### config.mk
export PLATFORM = sky130hd
export DESIGN_NAME = bsg_counter_set_down_en
export DESIGN_NICKNAME = d
export VERILOG_FILES = /design/src/rtl/bsg_counter_set_down_en.sv
export SDC_FILE = /design/constraint.sdc
export NUM_CORES = 1
export LEC_CHECK = 0
export CORE_AREA = 2 2 39 41
export CTS_CLUSTER_SIZE = 16
export DETAILED_ROUTE_END_ITERATION = 16
export DIE_AREA = 0 0 41 43
export SLEW_MARGIN = 40
export SYNTH_ARGS = -nofsm -noshare
export SYNTH_HDL_FRONTEND = slang
export SYNTH_SLANG_ARGS = --single-unit
### constraint.sdc
create_clock -name clk_i -period 1.4 [get_ports clk_i]
set_input_delay 0.28 -clock clk_i [delete_from_list [all_inputs] [get_ports clk_i]]
set_output_delay 0.28 -clock clk_i [all_outputs]
set_load 0.03 [all_outputs]
### src/rtl/bsg_counter_set_down_en.sv
`default_nettype none
// ============================================================================
// Module   : bsg_counter_set_down_en
// Brief    : Loadable down-counter with enable, saturating or wrapping at zero,
//            and registered expire/underflow pulses.
// Revision : 1.0
// ============================================================================
module bsg_counter_set_down_en #(
    parameter int width_p    = 3,
    parameter int init_val_p = 0,
    parameter int saturate_p = 1
) (
    input  logic               clk_i,
    input  logic               reset_i,
    input  logic               set_i,
    input  logic               en_i,
    input  logic [width_p-1:0] val_i,
    output logic [width_p-1:0] count_o,
    output logic               zero_o,
    output logic               expire_o,
    output logic               underflow_o
);

    localparam logic [width_p-1:0] c_INIT_VAL = width_p'(init_val_p);
    localparam logic [width_p-1:0] c_ONE      = width_p'(1);

    logic [width_p-1:0] count_q, count_d;
    logic               expire_q, expire_d;
    logic               underflow_q, underflow_d;
    logic               w_is_zero, w_is_one;

    assign w_is_zero = (count_q == '0);
    assign w_is_one  = (count_q == c_ONE);

    always_comb begin
        count_d     = count_q;
        expire_d    = 1'b0;
        underflow_d = 1'b0;
        if (set_i) begin
            count_d = val_i;
        end else if (en_i) begin
            if (w_is_zero) begin
                // Decrement at zero: flag it, then either hold or wrap.
                underflow_d = 1'b1;
                count_d     = (saturate_p != 0) ? '0 : '1;
            end else begin
                count_d  = count_q - c_ONE;
                expire_d = w_is_one;
            end
        end
    end

    always_ff @(posedge clk_i) begin
        if (reset_i) begin
            count_q     <= c_INIT_VAL;
            expire_q    <= 1'b0;
            underflow_q <= 1'b0;
        end else begin
            count_q     <= count_d;
            expire_q    <= expire_d;
            underflow_q <= underflow_d;
        end
    end

    assign count_o     = count_q;
    assign zero_o      = w_is_zero;
    assign expire_o    = expire_q;
    assign underflow_o = underflow_q;

endmodule
`default_nettype wire

# == Word-level counts from Yosys, hierarchy flattened ==
# Cells that the tools add are included.
# classes
add_sub_neg,1
multipliers,0
div_mod_pow,0
order_cmp,0
eq_ne,1
n_shift,0
n_mux,4
bitwise,1
reduce_logical,4
# op_table
op,count
3-bit two-way mux,3
4-bit OR reduction,1
3-bit by 1-bit equality test with 1-bit output (second input constant),1
3-bit logical NOT,1
3-bit OR reduction,1
3-bit by 1-bit subtractor with 3-bit output (second input constant),1
2-bit nonzero test,1
1-bit two-way mux,1
1-bit NOT,1
# word_totals
regBits,5
latchBits,0
mem_bits_rw,0
romBits,0
in_bits,7
output_inout_bits,6
mem_count,0

# == Longest topological paths before layout ==
# logic_depth
depth_word,4
depth_mapped,3

# == Least setup slack after synthesis ==
# OpenSTA, ideal clock, no wires.
# synth_timing
kind,flip-flop to output port
start,"register count_q[1], in the netlist count_o[1]"
end,output port zero_o
t_arrival_ps,1171
setup_slack_ps,-51
path_stages_with_launch,2
n_path_buf,0
cell_sequence,dfxtp_1 nor3_1
# synth_via
elab_chain_len,1
# synth_lines
item,line_no,source
from (decl),27,"logic [width_p-1:0] count_q, count_d;"
from (signal assigned),55,count_q <= c_INIT_VAL;
from (signal assigned),59,count_q <= count_d;
3-bit logical NOT,32,assign w_is_zero = (count_q == '0);
to (decl),19,"output logic zero_o,"
# Every way passes these cells.

# == Worst setup path after layout ==
# layout_timing
start,"register count_q[2], in the netlist count_o[2]"
end,output port zero_o
# The elaborated chain is that of the path after synthesis.

==> summary.md <==
| Metric | Value |
|---|---|
| Outcome | `complete, no violations` |
| Switching share of power | `between 20% and 30%` |
| # nets final | `53` |
| Share of power burned in registers | `36.6%` |
| Post-place setup slack | `-136 ps` |
| Area grow syn2layout | `93.2%` |
| Cts hold-fix bufs | `0` |
| RSZ-0062 raised after global routing | `false` |
| Area of the die | `1760 sq um` |
| Slew at the pin closest to its max-slew limit | `308 ps` |
| Net load switching power | `about 0.11 mW` |
| Clock root cell | `sky130_fd_sc_hd__clkbuf_4` |
| Type of destination of the critical path | `primary output` |
| Rel. slew slack | `79.3%` |
| Worst-case setup margin in the final layout | `66.0 ps` |
| Worst setup skew after layout | `2.81 ps` |
| Cell taking the most area after synthesis | `sky130_fd_sc_hd__dfxtp_1` |
| Sequential cell area | `between 100 and 150 sq um` |
| Floorplan die height | `43 um` |
| Level count of the clock H-tree | `1` |
| Classification of the worst-slack hold path | `register to register` |
| Reg2Reg Depth | `4` |
| Synth cell types | `15` |
| Via count normalized by instance count | `3.89` |
| Total wirelength of the detailed-routed design | `521 um` |
| Final period demand of the worst path | `around 1300 ps` |
| Yosys warning total | `0` |
| Reported leakage power | `0.203 nW` |
| Layout cell share with drive strength beyond 1 | `approximately 33%` |
| Number of search-and-repair iterations in the first detailed-routing pass | `4` |
| First-pass GRT wire length | `between 800 and 900 um` |
| Antenna Nets Post-Route | `0` |
| Post-synthesis instance total | `23` |
| Number of cell rows | `14` |
| Reg-to-reg endpoint | `count_o[1]$_SDFFE_PP0P_` |
| Power per standard cell area | `roughly 1000 nW/um^2` |
| Pin count of the biggest net entering global routing | `8` |
| Final-report max-slew violation count | `0` |
| Clock edge transition at the registers on the reported setup and hold paths | `approximately 50 ps` |
| Crit path launch type | `register` |
| Post-route cell area | `between 400 and 500 sq um` |
| Standard cell area after detailed placement | `a little over 400 sq um` |
| Total of endpoints with negative setup slack in the final report | `0` |
| Number of synthesized register bits | `5` |
| Overall Global Routing Usage | `8.36%` |
| Worst Hold Path Cells | `2` |
| Part of the total power dissipated in the clock network | `39.4%` |
| Leading cell type in the layout, fill and taps excluded | `sky130_fd_sc_hd__buf_4` |
| Initial antenna violation count | `0` |
| Sink Count | `5` |
| Placed cells | `57` |
| Kind of critical path | `register to primary output` |
| Post-synthesis cell area | `221 sq um` |
| Final GP Congestion | `0.781` |
| Vias after detailed routing | `approximately 240` |
| Routed wire per std cell | `approximately 8.5 um` |
| Area share of the largest cell type after synthesis | `45.2%` |
| Part of the cycle the worst path needs | `95.3%` |
| PnR Total Power | `0.425 mW` |
| Count of non-filler cells in the finished layout | `61` |
| Drt initial violations | `1` |
| Maximum count of clock buffers along a single path | `2` |
| Number of max-cap violations | `0` |
| Startpoint of the lowest-slack register-to-register path | `count_o[0]$_SDFFE_PP0P_` |
| TritonCTS clock tree | `yes` |
| Multi-input combinational cell area | `about 120 sq um` |
| Net count after synthesis | `30` |
| Area of the core region | `about 1400 sq um` |
| Largest driver fanout on the critical path | `5` |
| Filler cells | `152` |
| Endpoint, Worst Hold | `underflow_o$_SDFF_PP0_` |
| Maximum ir drop on the vdd rail | `0.000366 V` |
| Post-detailed-placement half-perimeter wirelength | `409 um` |
| DRC violation count after routing | `0` |
| Register-to-register setup slack | `approximately 170 ps` |
| Maximum clock frequency | `750 MHz` |
| Sequential fraction of the synthesis area | `approximately 45%` |
| Clk_lat worst skew | `~240 ps` |
| Average cell area after synthesis | `9.63 sq um` |
| Via count of the first global-routing pass | `between 200 and 250` |
| Number of buffers inserted by port buffering | `12` |
| Internal power of the cells | `0.311 mW` |
| Total grt overflow | `0` |
| Top area cells in the synthesized netlist | `sky130_fd_sc_hd__dfxtp_1 (45%), sky130_fd_sc_hd__a21oi_1 (6.8%), sky130_fd_sc_hd__a221oi_2 (6.8%)` |
| Worst hold path startpoint | `count_o[0]$_SDFFE_PP0P_` |
| Effective utilization at floorplan | `16.0%` |
| Signal arrival time at the worst endpoint | `1050 ps` |
| Antenna diode instance count | `0` |
| Number of primary I/O pins | `13` |
| Leading cell types in the layout, fill and taps excluded | `sky130_fd_sc_hd__buf_4 (8), sky130_fd_sc_hd__clkdlybuf4s50_1 (6), sky130_fd_sc_hd__dfxtp_1 (5)` |
| Die Width | `41 um` |
| Relative contribution of combinational cells to total power | `24.0%` |
| Required time of the critical path | `1120 ps` |
| Cts bufs inserted | `3` |
| Hold Violations, Final | `0` |
-- per-layer routing --
layer  part of all wire [%]  GRT usage (%)  up-vias
li1                       -              -      127
met1                     49           11.0       93
met2                     34           8.75       13
met3                     12           4.71        4
met4                    5.0           8.00        0
met5                      0              0        -
-- final cells by class --
cell class	instances	share of cell area [%]
repair buffers	18	36.3
inverters	3	2.63
well taps	16	4.68
clock buffers	4	6.14
multi-input cells	15	26.9
flip-flops and latches	5	23.4
-- metrics by stage --
step | hold slack [ps] | utilization [%] | TNS, ps
final | 539 | 30.9 | 0
after global placement | 537 | 29.4 | -190
after floorplan | 346 | - | 0
after detailed placement | 539 | 29.4 | -215
after global routing | 581 | 30.9 | 0
after CTS | 541 | 30.9 | 0
-- worst max-delay path, cell delays in order (launching register included) --
cell                      delay (ps)
sky130_fd_sc_hd__dfxtp_1         310
sky130_fd_sc_hd__buf_4           140
sky130_fd_sc_hd__nor3_2          180
sky130_fd_sc_hd__buf_4           180
-- power groups by stage --
| stage | registers [mW] | clock network [mW] | logic [mW] |
|---|---|---|---|
| 2_1_floorplan | 0.175 | 0 | 0.0301 |
| 3_5_place_dp | 0.159 | 0 | 0.106 |
| 4_1_cts | 0.156 | 0.177 | 0.102 |
| 3_3_place_gp | 0.159 | 0 | 0.106 |
| 5_1_grt | 0.156 | 0.188 | 0.111 |
| 6_report | 0.156 | 0.168 | 0.102 |
-- flip-flops by register name, summed over array words and instances, names as in the netlist --
register     flops
expire_o         1
underflow_o      1
count_o          3
-- Yosys cell counts --
cell	number
sky130_fd_sc_hd__nand2_1	1
sky130_fd_sc_hd__o21bai_1	1
sky130_fd_sc_hd__nor2b_1	1
sky130_fd_sc_hd__or3b_1	1
sky130_fd_sc_hd__nor3_1	1
sky130_fd_sc_hd__nor4_1	1
sky130_fd_sc_hd__nand2b_4	1
sky130_fd_sc_hd__o21ai_0	1
sky130_fd_sc_hd__a221oi_1	1
sky130_fd_sc_hd__inv_1	3
sky130_fd_sc_hd__a221oi_2	1
sky130_fd_sc_hd__and3_2	1
sky130_fd_sc_hd__nor3b_1	1
sky130_fd_sc_hd__a21oi_1	3
sky130_fd_sc_hd__dfxtp_1	5
-- worst max-delay path by stage --
stage / startpoint / cells after the start / end / slack, ps
6_report: count_o[2]$_SDFFE_PP0P_ / 3 / zero_o / 70
5_1_grt: count_o[2]$_SDFFE_PP0P_ / 3 / zero_o / 1
4_1_cts: count_o[2]$_SDFFE_PP0P_ / 3 / zero_o / 50
3_5_place_dp: en_i / 4 / count_o[1]$_SDFFE_PP0P_ / -140
3_3_place_gp: en_i / 4 / count_o[1]$_SDFFE_PP0P_ / -130
2_1_floorplan: count_o[0]$_SDFFE_PP0P_ / 3 / count_o[1]$_SDFFE_PP0P_ / 150
-- repair_timing --
action,CTS,global route
resized for setup,4,0
endpoints found under the setup margin,4,0
setup buffers,0,0
-- logic make-up after synthesis --
family          count (synthesis)  share of synthesized area, %
simple gates                    8                          26.6
compound gates                  7                          23.2
flops                           5                          45.2
buf+inv                         3                          5.08
Note: power is estimated with default switching activity, not from simulation.
